$ cat src/rtl/zombie_pkg.sv
// rtl/zombie_pkg.sv - shared widths and hit codes for the zombie-punch button front-end
package zombie_pkg;

  localparam int N_BTN_MAX = 3;
  localparam int HIT_ID_W  = 2;

  typedef logic [HIT_ID_W-1:0] hit_id_t;

  localparam hit_id_t HIT_NONE = 2'd0;
  localparam hit_id_t HIT_BTN0 = 2'd1;
  localparam hit_id_t HIT_BTN1 = 2'd2;
  localparam hit_id_t HIT_BTN2 = 2'd3;

  // Channel index to hit code; code 0 is reserved for "no hit".
  function automatic hit_id_t hit_code(input int idx);
    return hit_id_t'(idx + 1);
  endfunction

endpackage

$ cat src/rtl/btn_debounce_ch.sv
// rtl/btn_debounce_ch.sv - one button channel: 2-flop sync, debounce counter, stable level, press pulse
module btn_debounce_ch #(
  parameter int DEBOUNCE_CYCLES = 16
) (
  input  logic clk,
  input  logic rst,
  input  logic raw,
  output logic level,
  output logic press
);

  localparam int CNT_W = $clog2(DEBOUNCE_CYCLES + 1);
  localparam logic [CNT_W-1:0] CNT_TERM = CNT_W'(DEBOUNCE_CYCLES - 1);

  logic             s1;
  logic             s2;
  logic [CNT_W-1:0] cnt;

  // Synchronise raw, then accept a new level only after it has differed from the
  // stable value for DEBOUNCE_CYCLES consecutive cycles; any return clears the count.
  always_ff @(posedge clk or posedge rst) begin
    if (rst) begin
      s1    <= 1'b0;
      s2    <= 1'b0;
      level <= 1'b0;
      cnt   <= '0;
      press <= 1'b0;
    end else begin
      s1    <= raw;
      s2    <= s1;
      press <= 1'b0;
      if (s2 == level) begin
        cnt <= '0;
      end else if (cnt == CNT_TERM) begin
        level <= s2;
        cnt   <= '0;
        press <= s2;
      end else begin
        cnt <= cnt + CNT_W'(1);
      end
    end
  end

endmodule

$ cat src/rtl/btn_conditioner.sv
// rtl/btn_conditioner.sv - debounced button levels, press pulses and a 1-entry hit event buffer
module btn_conditioner
  import zombie_pkg::*;
#(
  parameter int N_BTN           = 3,
  parameter int DEBOUNCE_CYCLES = 16
) (
  input  logic                clk,
  input  logic                rst,
  input  logic [N_BTN-1:0]    btn_raw,
  output logic [N_BTN-1:0]    btn_level,
  output logic [N_BTN-1:0]    btn_press,
  output logic                hit_valid,
  output logic [HIT_ID_W-1:0] hit_id,
  input  logic                hit_ready,
  output logic                hit_drop
);

  hit_id_t win_id;
  logic    any_press;
  logic    losers;
  logic    load_ok;

  for (genvar i = 0; i < N_BTN; i++) begin : g_ch
    btn_debounce_ch #(
      .DEBOUNCE_CYCLES(DEBOUNCE_CYCLES)
    ) u_ch (
      .clk  (clk),
      .rst  (rst),
      .raw  (btn_raw[i]),
      .level(btn_level[i]),
      .press(btn_press[i])
    );
  end

  // Lowest-index press wins; scanning downward lets the lowest index overwrite.
  always_comb begin
    win_id = HIT_NONE;
    for (int i = N_BTN - 1; i >= 0; i--) begin
      if (btn_press[i]) win_id = hit_code(i);
    end
  end

  // Clearing the lowest set bit leaves exactly the presses that lost priority.
  assign any_press = |btn_press;
  assign losers    = |(btn_press & (btn_press - N_BTN'(1)));
  assign load_ok   = !hit_valid || hit_ready;

  // Single-entry hit buffer: load on press when free or draining, clear on accept, flag drops.
  always_ff @(posedge clk or posedge rst) begin
    if (rst) begin
      hit_valid <= 1'b0;
      hit_id    <= HIT_NONE;
      hit_drop  <= 1'b0;
    end else begin
      if (any_press && load_ok) begin
        hit_valid <= 1'b1;
        hit_id    <= win_id;
        hit_drop  <= losers;
      end else begin
        if (hit_valid && hit_ready) begin
          hit_valid <= 1'b0;
          hit_id    <= HIT_NONE;
        end
        hit_drop <= any_press;
      end
    end
  end

endmodule
$ cat config.mk
export PLATFORM = sky130hd
export DESIGN_NAME = btn_conditioner
export DESIGN_NICKNAME = d
export VERILOG_FILES = /design/src/rtl/zombie_pkg.sv /design/src/rtl/btn_debounce_ch.sv /design/src/rtl/btn_conditioner.sv
export SDC_FILE = /design/constraint.sdc
export NUM_CORES = 1
export LEC_CHECK = 0
export CORE_MARGIN = 2
export CORE_UTILIZATION = 56
export CTS_CLUSTER_DIAMETER = 50
export DETAILED_ROUTE_END_ITERATION = 12
export HOLD_SLACK_MARGIN = 0.02
export PLACE_DENSITY = 0.77
export REMOVE_ABC_BUFFERS = 1
export SLEW_MARGIN = 20
export SYNTH_ARGS = -nofsm -noshare
export SYNTH_HDL_FRONTEND = slang
export SYNTH_HIERARCHICAL = 1
export SYNTH_SLANG_ARGS = --single-unit
export TNS_END_PERCENT = 20
$ cat constraint.sdc
create_clock -name clk -period 3.2 [get_ports clk]
set_clock_uncertainty 0.2 [all_clocks]
set_input_delay 0.48 -clock clk [delete_from_list [all_inputs] [get_ports clk]]
set_output_delay 0.48 -clock clk [all_outputs]
set_load 0.02 [all_outputs]
---- Yosys cells after proc, flatten, opt, wreduce, memory -nomap -nowiden ----
Index checks and enable logic that the tools add are counted.
word-level totals
  bits in registers ....................... 31
  latch bits .............................. 0
  bits in writable memories ............... 0
  ROM bits ................................ 0
  bits of input ports ..................... 6
  output and inout bits ................... 10
  logic and storage cells ................. 62
  memories kept ........................... 0
cells by class
  add/subtract/negate cells ............... 4
  multipliers ............................. 0
  divide/modulo/power cells ............... 0
  order comparisons ....................... 0
  eq/ne operators ......................... 6
  shift-type cells ........................ 0
  mux-type cells .......................... 20
  bitwise gates (word level) .............. 4
  reductions and logical operators ........ 10
operators with widths
  cell                                                                 number
  5-bit 2-to-1 mux                                                     6
  5-bit by 1-bit adder with 5-bit output (second input constant)       3
  5-bit by 4-bit == test with 1-bit output (second input constant)     3
  2-bit 2-to-1 mux                                                     5
  1-bit 2-to-1 mux                                                     9
  2-bit AND reduction                                                  3
  3-bit OR reduction                                                   2
  3-bit bitwise AND                                                    1
  1-bit == test                                                        3
  1-bit NOT                                                            3
  3-bit by 1-bit subtractor with 3-bit output (second input constant)  1
  1-bit logical AND                                                    2
  2-bit nonzero test                                                   1
  1-bit logical NOT                                                    1
  1-bit logical OR                                                     1

---- Depth between registers and ports, before layout ----
  depth after elaboration ................. 4
  gate-level depth with buffers ........... 4
  gate-level depth less buffers ........... 4

---- By module ----
The synthesis kept the hierarchy.
by module, submodules not included
  module           instances  cells an instance  area an instance (um^2)  seq. area each (um^2)
  btn_debounce_ch  3          26                 339.1                    225.2
  btn_conditioner  1          20                 197.7                    100.1

---- Worst setup path after synthesis ----
Ideal clock, no wire load.
  path type ............................... reg-to-reg
  from .................................... register g_ch[0].u_ch.cnt[0]
  to ...................................... register g_ch[0].u_ch.level
  setup time .............................. 125 ps
  data arrival time ....................... 1054 ps
  required time ........................... 2875 ps
  slack ................................... 1822 ps
  stages on the path, launching flop included .. 5
  buffers on the path ..................... 0
  clock period less this slack ............ 1378 ps
  path through ............................ dfrtp_1 -> ha_1 -> nand3_2 -> nor2_1 -> mux2_2
between the ends
  longest elaborated chain between the ends .. 2
ends and longest elaborated chain
  element                                   line                   source
  start, declared                           btn_debounce_ch.sv:17  logic [CNT_W-1:0] cnt;
  start signal, assigned                    btn_debounce_ch.sv:39  cnt <= cnt + CNT_W'(1);
  5-bit by 4-bit == test with 1-bit output  btn_debounce_ch.sv:34  end else if (cnt == CNT_TERM) begin
  2-bit AND reduction (no source line)      -
  end signal, assigned                      btn_debounce_ch.sv:25  level <= 1'b0;
  end signal, assigned                      btn_debounce_ch.sv:35  level <= s2;
  end, declared                             btn_debounce_ch.sv:8   output logic level,
Every way passes these cells.
A chain may end at the register's enable or synchronous reset.

---- Worst setup path in the final report ----
  from .................................... register g_ch[0].u_ch.press
  to ...................................... output port btn_press[0]
RTL lines
  element                 line                   source
  start, declared         btn_debounce_ch.sv:9   output logic press
  start signal, assigned  btn_debounce_ch.sv:27  press <= 1'b0;
  start signal, assigned  btn_debounce_ch.sv:31  press <= 1'b0;
  start signal, assigned  btn_debounce_ch.sv:37  press <= s2;
  end, declared           btn_conditioner.sv:12  output logic [N_BTN-1:0] btn_press,
No word-level cell between the ends.

==> impl_metrics.toml <==
[synthesis]
synthCells = 98
synth_top_cell_area_share_pct = 63.9
netlist_area_um2 = 1210
synth.distinct_cells = 23
yosys.area.top_type = "dfrtp_1"
synth.area.top_cells = "dfrtp_1, xor2_1, nor2_1, ha_1, mux2_2"
yosysWarnings = 6
ys_seq_area_share_pct = 63.9
synth-seq-cells = 31
avgSynthCellArea_um2 = 12.4

[global_routing]
first_global_vias = 723
overflow = 0
grt_max_degree = 10
grt_pass1_wl_mm = 3.11
antenna_found_initial = 0
grt_use_total_pct = 17.6

[die]
die_w_um = 50.6
core_area_um2 = 2000
initial_core_util_pct = 60.7
die_y_um = 50.6
io_pins = 16
dieArea_um2 = 2560
num_rows = 16

[route]
first_iter_violations = 6
wl_per_cell_um = 11.8
postRouteAntennaNets = 0
viasPerCell = 5.02
drt_wl_total_mm = 1.75
met1_length_um = 860
dr.pass1.iters = 4
drc = 0
routed.top_layer = "met3"
dr_wl_met2_um = 791
met3WireLength_um = 97
route.vias.total = 743

[layout]
diodes = 0
nNetsFinal = 129
stdcell_count = 148
drive_gt1_share_pct = 11.6
multiInputGateArea_um2 = 413
seq_area_um2 = 776
syn_to_final_growth_pct = 20.8
finish.utilization_pct = 73.3
n_fill_cell = 152

[run]
max_cap_viol_count = 0

[sta]
finalHoldViolations = 0
tightest_slew_ns = 0.376
rsz0062_at_grt = "false"
finalSetupViolations = 0
slew_headroom_pct = 74.6
slew_violations = 0
setup_tns_ns = 0
fmax_mhz = 468
period_share_pct = 66.7
min_period_ns = 2.14

[place]
placed_cells = 140
hpwlAfterDp_mm = 1.32
gp_congestion = 0.717
port_buffers = 15

[outcome]
outcome = "completed"

[critical_path]
path_max_fanout = 9
required_ns = 2.52
critPathKind = "flop to output pin"
startpoint_type = "flop"
crit_family = "buffers and inverters"
slowest_stage = "clkdlybuf4s50_1"
crit_buf_inv = 1
arrival_ns = 1.46
max_stage_delay_ns = 0.65
end_kind = "output pin"
cp_cell_sequence = "clkdlybuf4s50_1"

[power_and_ir_drop]
powerDensity_nw_per_um2 = 478
peakVddDrop_mv = 0.379
p_leak_nw = 0.733

[cts]
cts_tree = "done"
post-cts-setup-buffers = 0
cts_made_buffers = 5
cts_resized = 0
root_buffer = "clkbuf_4"
clock_path_buffers = 2
hold_buffers = 0
cts_max_level = 2
clock-sinks = 31
clk_pin_slew_worst_paths_ns = 0.08
clock_latency_ns = 0.32

[hold_path]
min_path_type = "flop to flop"
==> through the flow <==
step                      hold slack, ns  total power, mW  instance area (µm²)  setup WS, ns
after floorplan                   0.0461            0.448                 1210          1.82
after global placement             0.134            0.461                 1400          1.41
after detailed placement           0.140            0.463                 1400          1.40
after CTS                          0.159            0.713                 1470          1.04
after global routing               0.172            0.743                 1470         0.992
final                              0.154            0.702                 1470          1.06
==> registers in the layout, summed over array words and instances, names as in the netlist <==
signal	cells
g_ch.u_ch/press	3
hit_drop	1
g_ch.u_ch/s1	3
hit_id	2
hit_valid	1
g_ch.u_ch/cnt	15
g_ch.u_ch/s2	3
g_ch.u_ch/level	3
==> cell usage after synthesis (all sizes together) <==
cell type and instances:
xor2 9, nor4b 3, and3 3, nand2b 1, o21ai 4, nor2 16, mux2 3, o31ai 1
nand3 6, a21boi 1, ha 3, dfrtp 31, or2b 1, o32ai 1, nand2 1, nor2b 1
and2 3, a211oi 1, o22ai 1, inv 7, a21oi 1
==> per-layer routing <==
metal  GRT usage, %  vias to the layer above
met1           21.9                      352
li1               -                      374
met3           9.82                        0
met4           6.76                        0
met5              0                        -
met2           25.7                       17
==> path summary, 6_finish.rpt <==
kind | end | depth (start not counted) | slack, ns | start
min in group asynchronous | hit_id[1]$_DFFE_PP0P_ | 2 | 0.23 | rst
worst min-delay path | g_ch[2].u_ch/s2$_DFF_PP0_ | 0 | 0.15 | g_ch[2].u_ch/s1$_DFF_PP0_
worst max-delay path | btn_press[0] | 1 | 1.06 | g_ch[0].u_ch/press$_DFF_PP0_
worst max register to register | g_ch[2].u_ch/level$_DFFE_PP0P_ | 4 | 1.72 | g_ch[2].u_ch/cnt[0]$_DFF_PP0_
worst min register to register | g_ch[2].u_ch/s2$_DFF_PP0_ | 0 | 0.15 | g_ch[2].u_ch/s1$_DFF_PP0_
max in group asynchronous | g_ch[0].u_ch/level$_DFFE_PP0P_ | 2 | 2.24 | rst
==> cell families after synthesis <==
kind of cell,share of synthesized area [%]
xor gates and xnor gates,6.49
adders and majority gates,3.09
buffers and inverters,2.16
AOI/OAI and AO/OA,5.15
DFF,63.9
and+or+nand+nor,16.5
muxes,2.78
==> report_power, final <==
group	internal [mW]	switching [mW]	leakage (nW)	total (mW)
logic	0.0184	0.0217	0.284	0.0401
clock network	0.129	0.118	0.0386	0.247
registers	0.405	0.00950	0.411	0.415
total	0.553	0.149	0.733	0.702
==> cell type report <==
cell class | count | area share (%)
flip-flops and latches | 31 | 52.9
multi-input cells | 60 | 28.1
repair buffers | 15 | 10.2
clock buffers | 8 | 4.69
well taps | 27 | 2.30
inverters | 7 | 1.79
==> cell usage in the layout (no fill, tap or decap), types with 2 or more instances in the layout <==
cell type,count
dfrtp_1,31
nor2_1,16
clkdlybuf4s50_1,15
xor2_1,9
inv_1,7
clkbuf_4,5
and2_1,3
nand3_2,3
o21ai_1,3
nand3_1,3
and3_1,3
nor4b_1,3
mux2_2,3
ha_1,3
clkbuf_8,2
No activity file was read; power rests on OpenSTA's default activity.
==> patch: new RTL, config.mk and constraints unchanged <==
`DEBOUNCE_CYCLES` is set to 16 in 2 places; all go to 32.
--- a/src/rtl/btn_debounce_ch.sv
+++ b/src/rtl/btn_debounce_ch.sv
@@ -1,6 +1,6 @@
 // rtl/btn_debounce_ch.sv - one button channel: 2-flop sync, debounce counter, stable level, press pulse
 module btn_debounce_ch #(
-  parameter int DEBOUNCE_CYCLES = 16
+  parameter int DEBOUNCE_CYCLES = 32
 ) (
   input  logic clk,
   input  logic rst,
--- a/src/rtl/btn_conditioner.sv
+++ b/src/rtl/btn_conditioner.sv
@@ -3,7 +3,7 @@
   import zombie_pkg::*;
 #(
   parameter int N_BTN           = 3,
-  parameter int DEBOUNCE_CYCLES = 16
+  parameter int DEBOUNCE_CYCLES = 32
 ) (
   input  logic                clk,
   input  logic                rst,
Formal check against the unedited RTL: no difference found for any inputs over 10 cycles, from zero or initial values and one cycle with rst high; that may be too few to reach the edited logic, so the function may still have changed.
==> patch against the unedited design <==
- via count rose by 28%
- design area increased by 13%
- wire length is 30% higher
- total power up 2.4%
- setup slack improved by 8.9 ps
- synthesized area grew 17%
- core utilization decreased by 5.1 points
- sequential cell count up 3
- critical path type unchanged
- largest cell class unchanged
- largest power group unchanged
- highest routed layer is now met4
==> patch: results <==
group,metric,value,unit
run_status,status,"completed",
logic_synthesis,ys_top_cells_by_area,"dfrtp_1 60%, xor2_1 5.5%, nor2_1 4.2%",
worst_setup_path,crit-reg2reg-launch,"g_ch[1].u_ch/cnt[0]$_DFF_PP0_",
cells_and_area,largest_register_ffs,18,
cells_and_area,diodes,0,
route,routed-via-count,953,
cells_and_area,instances_no_fill,173,
cells_and_area,n_fill_cell,190,
global_route,grt_pass1_wl,3919,um
logic_synthesis,synth_xor_area_share,9.243,%
worst_setup_path,rrSetupSlack,1740,ps
placement,hpwl,1781,um
cells_and_area,fin_nets,153,
clock_network,cts_resized,0,
sta,max_slew_margin,73.81,%
worst_setup_path,rr_endpoint,"g_ch[1].u_ch/level$_DFFE_PP0P_",
logic_synthesis,synth_compound_area_share,10.74,%
route,drt_iter0_drc,19,
global_route,grtUsageTotal,19.91,%
pwr,leakagePower,0.0007351,uW
global_route,grt_pass1_vias,974,
logic_synthesis,synth.area.mux_share,0,%
logic_synthesis,syn_area_per_cell,11.65,sq um
placement,gp_congestion,0.7118,
logic_synthesis,ys_top_cells_by_count,"34 x dfrtp_1, 16 x nor2_1, 9 x xor2_1, 7 x inv_1, 7 x o21ai_0",
pwr,ir_drop,0.0003015,V
route,wirelength,2277,um
cells_and_area,drive_gt1_share,11.19,%
logic_synthesis,synth_cell_types,24,
global_route,grt_max_degree,11,
min_path,holdPathEnd,"g_ch[1].u_ch/s2$_DFF_PP0_",
min_path,worstHoldStart,"g_ch[1].u_ch/s1$_DFF_PP0_",
logic_synthesis,synth-seq-area-share,59.86,%
logic_synthesis,synth_fa_ha_area_share,2.641,%
==> patch: kinds of logic (layout without fill, tap and decap cells) <==
family                     count (synthesis)  after routing
buffers and inverters                      7             28
DFF                                       34             34
AOI/OAI and AO/OA                         22             22
adders and majority gates                  3              3
and+or+nand+nor                           41             41
xor gates and xnor gates                  15             15
==> patch: where the power goes <==
group	switching (uW)	internal (uW)	leakage, uW
Combinational	23.5	19.9	0.000252
Sequential	11.8	443	0.000453
Clock	122	98.9	0.0000302
Total	157	562	0.000735
==> patch: how the worst max path moves through the flow <==
stage,from,endpoint,slack [ps],cells past startpoint
2_1_floorplan,g_ch[0].u_ch/cnt[0]$_DFF_PP0_,g_ch[0].u_ch/cnt[3]$_DFF_PP0_,1910,4
4_1_cts,g_ch[0].u_ch/press$_DFF_PP0_,btn_press[0],1050,1
5_1_grt,g_ch[0].u_ch/press$_DFF_PP0_,btn_press[0],980,1
3_5_place_dp,hit_ready,hit_id[0]$_DFFE_PP0P_,1390,4
6_report,g_ch[0].u_ch/press$_DFF_PP0_,btn_press[0],1070,1
3_3_place_gp,hit_ready,hit_id[0]$_DFFE_PP0P_,1420,4
==> patch: worst register-to-register path, delay by kind of cell (launching register included) <==
family | cells | cell delay [ps]
AO/OA/AOI/OAI | 2 | 340
flip-flops | 1 | 410
AND/OR/NAND/NOR | 1 | 190
adder cells (fa/ha/maj) | 1 | 200
==> patch: routing by layer <==
layer  up-vias  GRT usage (%)  share of wire, %
li1        458              -                 -
met1       462          20.88                41
met2        24          34.14                51
met3         9          6.831               5.1
met4         0          12.08               2.3
met5         -              0                 0
==> patch: per-stage QoR <==
stage               hold WS (ps)  setup slack, ps  utilization, %  total power [uW]  area, sq um
finish                     159.1             1073           68.26             718.8         1660
global route               163.4            981.0           68.26             758.0         1660
CTS                        161.4             1051           68.26             731.8         1660
detailed placement         140.5             1387           66.15             507.9         1609
global placement           136.0             1421           66.15             504.5         1609
floorplan                  46.08             1907               -             489.7         1421
==> patch: layout make-up <==
| cell class | count | area, sq um | area share [%] |
|---|---|---|---|
| Sequential cell | 34 | 850.8 | 51.24 |
| Clock buffer | 6 | 51.30 | 3.090 |
| Multi-Input combinational cell | 81 | 544.3 | 32.78 |
| Tap cell | 30 | 37.54 | 2.261 |
| Inverter | 7 | 26.28 | 1.583 |
| Timing Repair Buffer | 15 | 150.1 | 9.043 |
